$ cat config.mk
export PLATFORM = sky130hd
export DESIGN_NAME = hazard_scheduler_mips
export DESIGN_NICKNAME = d
export VERILOG_FILES = /design/src/rtl/mips_pipeline_pkg.sv /design/src/rtl/hazard_forward_select.sv /design/src/rtl/hazard_scheduler_mips.sv
export SDC_FILE = /design/constraint.sdc
export NUM_CORES = 1
export LEC_CHECK = 0
export CAP_MARGIN = 30
export CORE_MARGIN = 8
export CORE_UTILIZATION = 44
export CTS_BUF_LIST = sky130_fd_sc_hd__clkbuf_16
export DETAILED_ROUTE_END_ITERATION = 8
export PLACE_DENSITY_LB_ADDON = 0.05
export SYNTH_ARGS = -nofsm -noshare
export SYNTH_HDL_FRONTEND = slang
export SYNTH_SLANG_ARGS = --single-unit
$ cat constraint.sdc
create_clock -name clock -period 1.85 [get_ports clock]
set_input_delay 0.185 -clock clock [delete_from_list [all_inputs] [get_ports clock]]
set_output_delay 0.185 -clock clock [all_outputs]
set_load 0.05 [all_outputs]
$ cat src/rtl/mips_pipeline_pkg.sv
// Shared types for the MIPS pipeline sequencing logic: forward selects,
// shadow-pipeline entries, scheduler FSM states and instruction field positions.
package mips_pipeline_pkg;

  localparam int REG_W  = 5;
  localparam int RS_MSB = 25;
  localparam int RS_LSB = 21;
  localparam int RT_MSB = 20;
  localparam int RT_LSB = 16;

  typedef enum logic [1:0] {
    FWD_REGFILE   = 2'b00,
    FWD_WRITEBACK = 2'b01,
    FWD_MEMORY    = 2'b10
  } fwd_sel_t;

  typedef enum logic {
    RUN      = 1'b0,
    MEM_WAIT = 1'b1
  } sched_state_t;

  typedef struct packed {
    logic [REG_W-1:0] dest;
    logic             write_en;
    logic             is_load;
  } shadow_t;

  // Execute also remembers its source registers so forwarding can be resolved there
  typedef struct packed {
    shadow_t          info;
    logic [REG_W-1:0] rs;
    logic [REG_W-1:0] rt;
  } ex_shadow_t;

endpackage

$ cat src/rtl/hazard_forward_select.sv
// Operand forward select for one Execute source register; the Memory stage
// result is newer than WriteBack, so it wins when both match.
module hazard_forward_select
  import mips_pipeline_pkg::*;
(
  input  logic [REG_W-1:0] src,
  input  shadow_t          mem_entry,
  input  shadow_t          wb_entry,
  output fwd_sel_t         sel
);

  always_comb begin
    sel = FWD_REGFILE;
    if (mem_entry.write_en && (mem_entry.dest != '0) && (mem_entry.dest == src))
      sel = FWD_MEMORY;
    else if (wb_entry.write_en && (wb_entry.dest != '0) && (wb_entry.dest == src))
      sel = FWD_WRITEBACK;
  end

endmodule

$ cat src/rtl/hazard_scheduler_mips.sv
// Pipeline sequencing controller: load-use stalls, branch/jump flushes,
// data-memory freeze, Execute forwarding and saturating debug counters.
module hazard_scheduler_mips
  import mips_pipeline_pkg::*;
#(
  parameter int REG_ADDR_WIDTH    = 5,
  parameter int STALL_COUNT_WIDTH = 32,
  parameter int FLUSH_COUNT_WIDTH = 16
) (
  input  logic                         clock,
  input  logic                         resetMachine,
  input  logic [31:0]                  instruction_Fetch,
  input  logic [REG_ADDR_WIDTH-1:0]    addressWriteRegisterFile_Decode,
  input  logic                         enableWriteRegisterFile_Decode,
  input  logic                         enableReadDataMemory_Decode,
  input  logic                         enableJumpProgramCounter_Decode,
  input  logic                         branchTaken_Execute,
  input  logic                         dataMemoryRequest_Memory,
  input  logic                         dataMemoryReady,
  output logic                         stallFetch_HazardUnit,
  output logic                         controlSignalSendNoOperation_HazardUnit,
  output logic                         flushFetch_HazardUnit,
  output logic                         flushDecode_HazardUnit,
  output logic                         freezePipeline_HazardUnit,
  output logic [1:0]                   forwardA_HazardUnit,
  output logic [1:0]                   forwardB_HazardUnit,
  output logic [STALL_COUNT_WIDTH-1:0] stallCycleCount,
  output logic [FLUSH_COUNT_WIDTH-1:0] flushCount
);

  sched_state_t     state;
  ex_shadow_t       ex_q;
  shadow_t          mem_q;
  shadow_t          wb_q;
  logic [REG_W-1:0] rs_fetch;
  logic [REG_W-1:0] rt_fetch;
  logic             load_use;
  logic             freeze;
  logic             active;
  logic             stall;
  logic             flush_fetch;
  logic             flush_decode;
  fwd_sel_t         fwd_a;
  fwd_sel_t         fwd_b;

  assign rs_fetch = instruction_Fetch[RS_MSB:RS_LSB];
  assign rt_fetch = instruction_Fetch[RT_MSB:RT_LSB];

  assign load_use = ex_q.info.is_load && ex_q.info.write_en && (ex_q.info.dest != '0) &&
                    ((ex_q.info.dest == rs_fetch) || (ex_q.info.dest == rt_fetch));

  // Gating with reset keeps input-driven controls quiet while the machine is held
  assign freeze = resetMachine &&
                  ((dataMemoryRequest_Memory && !dataMemoryReady) ||
                   ((state == MEM_WAIT) && !dataMemoryReady));
  assign active       = resetMachine && !freeze;
  assign flush_decode = active && branchTaken_Execute;
  assign stall        = active && !branchTaken_Execute && load_use;
  assign flush_fetch  = active && (branchTaken_Execute ||
                                   (enableJumpProgramCounter_Decode && !load_use));

  assign stallFetch_HazardUnit                   = stall;
  assign controlSignalSendNoOperation_HazardUnit = stall;
  assign flushFetch_HazardUnit                   = flush_fetch;
  assign flushDecode_HazardUnit                  = flush_decode;
  assign freezePipeline_HazardUnit               = freeze;
  assign forwardA_HazardUnit                     = fwd_a;
  assign forwardB_HazardUnit                     = fwd_b;

  hazard_forward_select u_fwd_a (
    .src       (ex_q.rs),
    .mem_entry (mem_q),
    .wb_entry  (wb_q),
    .sel       (fwd_a)
  );

  hazard_forward_select u_fwd_b (
    .src       (ex_q.rt),
    .mem_entry (mem_q),
    .wb_entry  (wb_q),
    .sel       (fwd_b)
  );

  always_ff @(posedge clock or negedge resetMachine) begin
    if (!resetMachine) begin
      state <= RUN;
    end else begin
      case (state)
        RUN:      if (dataMemoryRequest_Memory && !dataMemoryReady) state <= MEM_WAIT;
        MEM_WAIT: if (dataMemoryReady) state <= RUN;
        default:  state <= RUN;
      endcase
    end
  end

  // A bubble or Decode flush empties Execute while older entries keep draining
  always_ff @(posedge clock or negedge resetMachine) begin
    if (!resetMachine) begin
      ex_q  <= '0;
      mem_q <= '0;
      wb_q  <= '0;
    end else if (!freeze) begin
      wb_q  <= mem_q;
      mem_q <= ex_q.info;
      if (stall || flush_decode) begin
        ex_q <= '0;
      end else begin
        ex_q.info.dest     <= addressWriteRegisterFile_Decode;
        ex_q.info.write_en <= enableWriteRegisterFile_Decode;
        ex_q.info.is_load  <= enableReadDataMemory_Decode;
        ex_q.rs            <= rs_fetch;
        ex_q.rt            <= rt_fetch;
      end
    end
  end

  always_ff @(posedge clock or negedge resetMachine) begin
    if (!resetMachine) begin
      stallCycleCount <= '0;
      flushCount      <= '0;
    end else begin
      if ((stall || freeze) && (stallCycleCount != '1))
        stallCycleCount <= stallCycleCount + 1'b1;
      if ((flush_fetch || flush_decode) && (flushCount != '1))
        flushCount <= flushCount + 1'b1;
    end
  end

endmodule

* After elaboration in Yosys (flattened, before gate mapping)
Cells that the tools add are included.
** Storage, ports and cells
- Output and inout bits :: 57
- Register bits :: 78
** Operators by class
- Bitwise gates (word level) :: 1
- Add/subtract/negate cells :: 2
- Reductions and logical operators :: 33
- Equal/unequal tests :: 8
- Mux-type cells :: 8
** Operators by type and width (count)
- 32-bit by 1-bit adder with 32-bit output, second input constant :: 1
- 32-bit inequality test, second input constant :: 1
- 5-bit == test :: 6
- 1-bit logical AND :: 20
- 17-bit two-way mux :: 1
- 16-bit by 1-bit adder with 16-bit output, second input constant :: 1
- 16-bit inequality test, second input constant :: 1
- 5-bit nonzero test :: 3
- 1-bit logical OR :: 6
- 1-bit zero test :: 4
- 1-bit two-way mux :: 4
- 2-bit two-way mux :: 2
- 1-bit one-hot mux with 2 select lines :: 1
- 1-bit inverter :: 1

* Longest topological paths before layout
- Word-level depth :: 10
- Depth in mapped cells :: 8
- Mapped depth without buffers :: 7

* Hierarchy
Synthesis repeated with hierarchy kept, for this count alone.
** Second synthesis, totals
- Cell total of the unflattened synthesis :: 362
- Area total of the unflattened synthesis :: 4022.6 um2
** By module, submodules not included
- hazard_scheduler_mips :: sequential area each 2001.9 um2, cells an instance 322, instances 1, area an instance 3719.8 um2
- hazard_forward_select :: sequential area each 0.0 um2, cells an instance 20, instances 2, area an instance 151.4 um2

* Worst setup path before layout
OpenSTA, ideal clock, no wires.
- Path type :: reg2out
- Start :: reg mem_q[3] (netlist bit)
- End :: out forwardA_HazardUnit[0]
- Slack :: -1.339 ns
- Data required time :: 1.665 ns
- Arrival time :: 3.004 ns
- Cell stages (with the launch flop) :: 5
- Path buffers :: 0
- Cells stage by stage :: dfrtp_1 > xnor2_1 > nand3_1 > nor4_1 > nor4_1
** On the way
- Word-level cells in the longest chain between the ends :: 4
** Ends and longest elaborated chain
- start: declaration :: line hazard_scheduler_mips.sv:33 : shadow_t mem_q;
- start signal: assignment :: line hazard_scheduler_mips.sv:104 : mem_q <= ex_q.info;
- 5-bit nonzero test :: line hazard_forward_select.sv:14 : if (mem_entry.write_en && (mem_entry.dest != '0) && (mem_entry.dest == src))
- 1-bit logical AND :: line hazard_forward_select.sv:14
- 1-bit logical AND * :: line hazard_forward_select.sv:14
- 2-bit two-way mux * :: line hazard_forward_select.sv:14
- end: declaration :: line hazard_scheduler_mips.sv:25 : output logic [1:0] forwardA_HazardUnit,
Every way passes the cells marked *; elsewhere a longest branch is shown, timed or not.

* Worst setup path after layout
- Start :: reg mem_q[6] (netlist bit)
- End :: out forwardB_HazardUnit[0]
** On the way
- Word-level cells in the longest chain between the ends :: 4
** Ends and longest elaborated chain
- 5-bit nonzero test :: line hazard_forward_select.sv:14
- 1-bit logical AND :: line hazard_forward_select.sv:14
- 1-bit logical AND * :: line hazard_forward_select.sv:14
- 2-bit two-way mux * :: line hazard_forward_select.sv:14
- end: declaration :: line hazard_scheduler_mips.sv:26 : output logic [1:0] forwardB_HazardUnit,
Marked as above.

==> impl_metrics.yaml <==
yosys:
  ys_types: 38
  synth_xor_area_share_pct: 17.3
  syn_nets: 405
  yosysTopAreaCellShare_pct: 50.6
  synth_area_um2: 3850
  synth_cells: 358
  synth_top_family_by_area: "simple AND/OR/NAND/NOR gates"
  synthMuxAreaShare_pct: 0.292
  synth_area_leaders: "dfrtp_1 (51%), xnor2_1 (8.9%), xor2_1 (8.4%), nand2_1 (4.9%), a22o_1 (3.9%)"
  synthSimpleGateAreaFrac_pct: 21.0
  yosysWarnings: 0
  ys_ff_latch: 78
  yosysSeqAreaShare_pct: 50.6
  yosysTopAreaCell: "dfrtp_1"
  synth-compound-area-share_pct: 7.89
  synth-adder-area-share_pct: 0.649
  avgSynthCellArea_um2: 10.8
finish:
  layout.nets: 587
  n_antenna_cell: 0
  drive_gt1_share_pct: 42.0
  syn_to_final_growth_pct: 69.7
  fin_util_pct: 76.1
routing:
  drt-initial-drc-count: 87
  detail_route.wl_per_cell_um: 17.3
  via_per_inst: 5.17
  first_pass_iters: 4
  postRouteAntennaNets: 0
  drc: 0
  via_count: 3379
  routed_wl_mm: 11.3
critical_path:
  cp_cell_sequence: "or4_4, o21ai_4, nor4_4, nor4_4, buf_12"
  r2r-start: "ex_q[16]"
  startpoint_type: "register"
  crit_end: "forwardB_HazardUnit[0]"
  worstSetupPathType: "reg -> out"
  crit_slowest_cell: "or4_4"
  critical_path_required_ns: 1.66
  arrival_ns: 2.06
  rr_endpoint: "stallCycleCount[26]"
  cpPeakStageDelay_ns: 0.56
  cp-end-kind: "primary output"
  cp_max_fo: 2
  reg2reg_depth: 10
  rrSetupSlack_ns: -0.31
  worst_path_most_repeated_cell: "nor4_4"
  critPathLaunch: "mem_q[6]"
pwr:
  power_density_nw_per_um2: 853
  p_leak_nw: 3.05
  ir_drop_uv: 926
floorplanning:
  die_x_um: 110
  rows: 34
  initial_utilization_pct: 44.8
  die_y_um: 110
  die_area_um2: 12000
  ios: 102
  core-area_um2: 8590
clock_tree:
  numCtsBuffers: 9
  clkLatencyLatePin_ns: 0.33
  cts_tree: "built"
  cts.clk_slew.worst_paths_ns: 0.06
  cts-root-buf: "clkbuf_16"
  cts_sinks: 78
  clock_path_buffers: 2
  htreeDepth: 3
sta:
  tightest_slew_ns: 0.862
  fin_ws_ns: -0.397
  setup_viol: 72
  fin_skew_ns: 0.00592
  whs_ns: 0.270
  finalCritPeriodShare_pct: 121
  rsz0062_at_grt: "yes"
  slew_viol_final: 0
  relSlewSlack_pct: 42.5
  hold_viol: 0
  max_clock_freq_ghz: 0.445
  fin_crit_ns: 2.25
run_status:
  violations: "negative setup slack"
  outcome: "finished with violations"
grt:
  grt_pass1_vias: 3669
  grt_usage_pct: 19.5
  grt_pass1_wl_mm: 18.4
  grt_max_degree: 67
  antenna_found_initial: 0
  overflow: 0
job:
  drv_cap: 0
place:
  pre_cts_slack_ns: -0.520
  place.gp.congestion: 0.812
  hpwl_mm: 7.55
  portBuffers: 79
min_path:
  hold_path_class: "in -> async"
## sequential cells by signal, summed over array words and instances, names as in the netlist
| register | count |
|---|---|
| flushCount | 16 |
| stallCycleCount | 32 |
| ex_q | 17 |
| wb_q | 6 |
| mem_q | 6 |
| state | 1 |
## critical path, delay by kind of cell (launching register included)
family / cells / cell delay (ns)
AO/OA/AOI/OAI: 1 / 0.21
buffers and inverters: 1 / 0.18
AND/OR/NAND/NOR: 3 / 0.96
flip-flops: 1 / 0.39
## area by class of cell
| type | instances | area (µm²) |
|---|---|---|
| Clock buffer | 9 | 225 |
| Clock inverter | 7 | 32.5 |
| Fill cell | 593 | 2050 |
| Inverter | 5 | 18.8 |
| Multi-Input combinational cell | 263 | 2310 |
| Sequential cell | 78 | 1990 |
| Tap cell | 108 | 135 |
| Timing Repair Buffer | 183 | 1830 |
## placed cells by master (no fill, tap or decap), types with 11 or more instances in the layout
cell	instances
xor2_1	35
buf_6	15
clkbuf_16	12
nand4_1	18
clkdlybuf4s50_1	65
dfrtp_2	29
buf_12	11
nand2_1	45
nor2_1	11
xnor2_1	30
buf_4	83
dfrtp_1	49
nand3_1	13
a22o_1	17
## how the worst min path moves through the flow
stage | startpoint | endpoint | slack (ns) | cells past startpoint
floorplan | resetMachine | ex_q[0] | -0.11 | 0
global placement | resetMachine | flushCount[14] | 0.20 | 2
detailed placement | resetMachine | flushCount[14] | 0.20 | 2
CTS | resetMachine | ex_q[10] | 0.30 | 3
global route | resetMachine | mem_q[1] | 0.35 | 3
finish | resetMachine | ex_q[15] | 0.27 | 3
## what timing repair did
action	4_1_cts	5_1_grt
pin swaps	31	43
hold buffers	1	0
setup endpoints to repair	73	76
resized for setup	31	45
buffers inserted	18	5
hold endpoints to repair	12	0
gates cloned	3	1
## cells by family (layout without fill, tap and decap cells)
logic type,Yosys count,count (layout)
AND/OR/NAND/NOR,151,151
buffers and inverters,17,204
AO/OA/AOI/OAI,33,33
flip-flops,78,78
adder cells (fa/ha/maj),2,2
XOR/XNOR,76,76
multiplexers,1,1
## synthesized netlist by cell type, drive strengths merged
master	n
dfrtp	78
nand2	50
xnor2	39
xor2	37
nand3	26
nand4	18
a22o	17
nor2	12
and3	11
nor3	11
clkbuf	7
nor4	6
and2	5
buf	5
inv	5
o21ai	5
or4	5
and4	3
a21oi	2
a31oi	2
ha	2
nand2b	2
or3	2
a22oi	1
a41o	1
mux2	1
o2111a	1
o211ai	1
o21a	1
o21ba	1
o31ai	1
## per-layer routing
layer  GRT usage [%]  wire length [µm]  up-vias
met3            4.34               534       12
met1            24.2              4870     1662
met2            33.5              5730       80
li1                -                 -     1625
met5               0                 0        -
met4            4.92               137        0
## power by group
part | switching, W | internal (W)
Sequential | 0.000231 | 0.00190
Clock | 0.000667 | 0.000884
Combinational | 0.00108 | 0.000813
## stage by stage
stage / area (µm²) / TNS (ns) / instances / power (W)
6_report: 6540 / -17.60 / 653 / 0.00558
5_1_grt: 6540 / -23.63 / 653 / 0.00582
4_1_cts: 6270 / -16.23 / 649 / 0.00549
3_5_place_dp: 5650 / -26.50 / 612 / 0.00381
3_3_place_gp: 5650 / -24.52 / 612 / 0.00378
2_1_floorplan: 4110 / -5.64 / 358 / 0.00311
Note: power is estimated with default switching activity, not from simulation.
==> patch: new RTL, same flow settings <==
Change the parameter `FLUSH_COUNT_WIDTH` from 16 to 32.
--- a/src/rtl/hazard_scheduler_mips.sv
+++ b/src/rtl/hazard_scheduler_mips.sv
@@ -5,7 +5,7 @@
 #(
   parameter int REG_ADDR_WIDTH    = 5,
   parameter int STALL_COUNT_WIDTH = 32,
-  parameter int FLUSH_COUNT_WIDTH = 16
+  parameter int FLUSH_COUNT_WIDTH = 32
 ) (
   input  logic                         clock,
   input  logic                         resetMachine,
Interface: changed (resized flushCount); port bits go from 102 to 118. The function was not compared with the original's and may differ.
==> patch against the original RTL <==
  * The run still ends with negative setup slack left
  * Largest power group unchanged
  * Routed wire length is 38% higher
  * Total power is 14% higher
  * Sequential cell count is 16 higher
  * Cell area is 28% higher
  * Non-clock buffer count is 71 higher
  * Area after synthesis is 19% higher
  * Worst hold slack better by 0.16 ns
  * Setup slack better by 0.016 ns
==> patch: results (changes against the original RTL) <==
{| class="wikitable"
! Metric !! Value
|-
| RR Startpoint || stallCycleCount[13]$_DFFE_PN0P_
|-
| Reg2Reg Depth || 6 (-4)
|-
| Aggregate global-route resource usage || 0.2170 (+0.02234)
|-
| Synth Net Count || 488 (+20%)
|-
| Number of setup violations in the final report || 87 (+21%)
|-
| Wire per inst || 18.60 um (+7.7%)
|-
| Gate count of the mapped netlist || 441 (+23%)
|-
| Count of input and output buffers || 95 (+20%)
|-
| Final Wtd Congestion || 0.8178 (+0.66%)
|-
| Post-layout net count || 743 (+27%)
|-
| Fraction of the yosys area taken by sequential cells || 0.5121 (+0.005629)
|-
| Pin slew with the least headroom to its limit || 0.6878 ns (-0.1740 ns)
|-
| Largest registers || flushCount: 32 flops, stallCycleCount: 32 flops, ex_q: 17 flops
|-
| Unique cell type count in the Yosys netlist || 41 (+7.9%)
|-
| Fraction of final layout cells sized beyond drive strength 1 || 0.4936 (+0.07340)
|-
| Minimum setup slack among reg-to-reg paths || -0.29 ns (+0.02 ns)
|-
| Clock latency at the later pin of the worst-skew pair || 0.35 ns (+0.02 ns)
|-
| Total via count in the routed design || 4,478 (+33%)
|-
| Top cell type's share of synthesized area || 0.5121 (+0.005629)
|-
| Pin count of the biggest net entering global routing || 56 (-16%)
|-
| Cell types with the largest area share after synthesis || sky130_fd_sc_hd__dfrtp_1, sky130_fd_sc_hd__xnor2_1, sky130_fd_sc_hd__xor2_1
|-
| Dpl cells || 782 (+28%)
|-
| Total cell area at the placement stage || 6902 um^2 (+22%)
|-
| Final worst slack || -0.3817 ns (+0.01561 ns)
|-
| Post-Route Skew || 0.01009 ns (+0.004170 ns)
|-
| Wire length of the first global-routing pass || 24,560 um (+34%)
|-
| Violated checks || negative setup slack
|-
| Run status || finished with violations
|-
| Number of global-route vias before repair || 4,777 (+30%)
|}
-- patch: cell types whose count changed after synthesis, moves of 4 or more --
| cell | unedited run | this run |
|---|---|---|
| sky130_fd_sc_hd__xnor2_1 | 39 | 57 |
| sky130_fd_sc_hd__xor2_1 | 37 | 33 |
| sky130_fd_sc_hd__dfrtp_1 | 78 | 94 |
| sky130_fd_sc_hd__nand2_1 | 50 | 69 |
| sky130_fd_sc_hd__nor3_2 | 8 | 0 |
| sky130_fd_sc_hd__nand3_1 | 26 | 30 |
| sky130_fd_sc_hd__and4_1 | 3 | 7 |
| sky130_fd_sc_hd__nor3_1 | 3 | 14 |
| sky130_fd_sc_hd__nor4_1 | 6 | 12 |
| sky130_fd_sc_hd__nand4_1 | 18 | 30 |
| sky130_fd_sc_hd__and2_1 | 5 | 1 |
-- patch: power breakdown --
group | leakage [nW] | internal (mW) | switching [mW] | total [mW]
Clock | 0.163 | 1.31 | 0.797 | 2.11
Combinational | 2.94 | 0.828 | 1.03 | 1.85
Sequential | 1.18 | 2.23 | 0.168 | 2.40
-- patch: layout make-up --
class | count | area, um^2
clock buffer | 9 | 225.2
clock inverter | 7 | 113.9
fill | 575 | 1833
inverter | 6 | 27.53
multi-input combinational | 331 | 3037
sequential | 94 | 2401
tap | 136 | 170.2
timing repair buffer | 254 | 2424
-- patch: logic make-up (layout without fill, tap and decap cells) --
kind of cell    after synthesis  in the layout  synth area share
simple gates                203            203            0.2288
compound gates               31             33           0.05557
xor+xnor                     90             90            0.1716
flops                        94             94            0.5121
mux                           3              3          0.007354
buf+inv                      18            276           0.01907
fa+ha+maj                     2              2          0.005447
-- patch: worst max path at each step --
stage                                      end  depth (start not counted)                      startpoint
2_1_floorplan  stallCycleCount[31]$_DFFE_PN0P_                          8  stallCycleCount[4]$_DFFE_PN0P_
3_3_place_gp    stallCycleCount[9]$_DFFE_PN0P_                          6  stallCycleCount[7]$_DFFE_PN0P_
3_5_place_dp   stallCycleCount[30]$_DFFE_PN0P_                          7  stallCycleCount[5]$_DFFE_PN0P_
4_1_cts                 forwardA_HazardUnit[0]                          5             wb_q[2]$_DFFE_PN0N_
5_1_grt                 forwardB_HazardUnit[0]                          5            mem_q[2]$_DFFE_PN0N_
6_report                forwardB_HazardUnit[0]                          5            mem_q[2]$_DFFE_PN0N_
-- patch: what timing repair did --
action / 4_1_cts / 5_1_grt
pin swaps: 77 / 66
cloned: 5 / 0
gates resized for setup: 114 / 87
endpoints found under the setup margin: 90 / 116
hold buffers: 1 / 0
endpoints found under the hold margin: 39 / 0
buffers inserted: 28 / 14
-- patch: routing by layer --
layer,GRT usage,up-vias,wire (um)
met4,0.08807,0,299
met2,0.3762,110,8168
met1,0.2569,2255,6267
li1,-,2093,-
met3,0.04617,20,837
met5,0,-,0
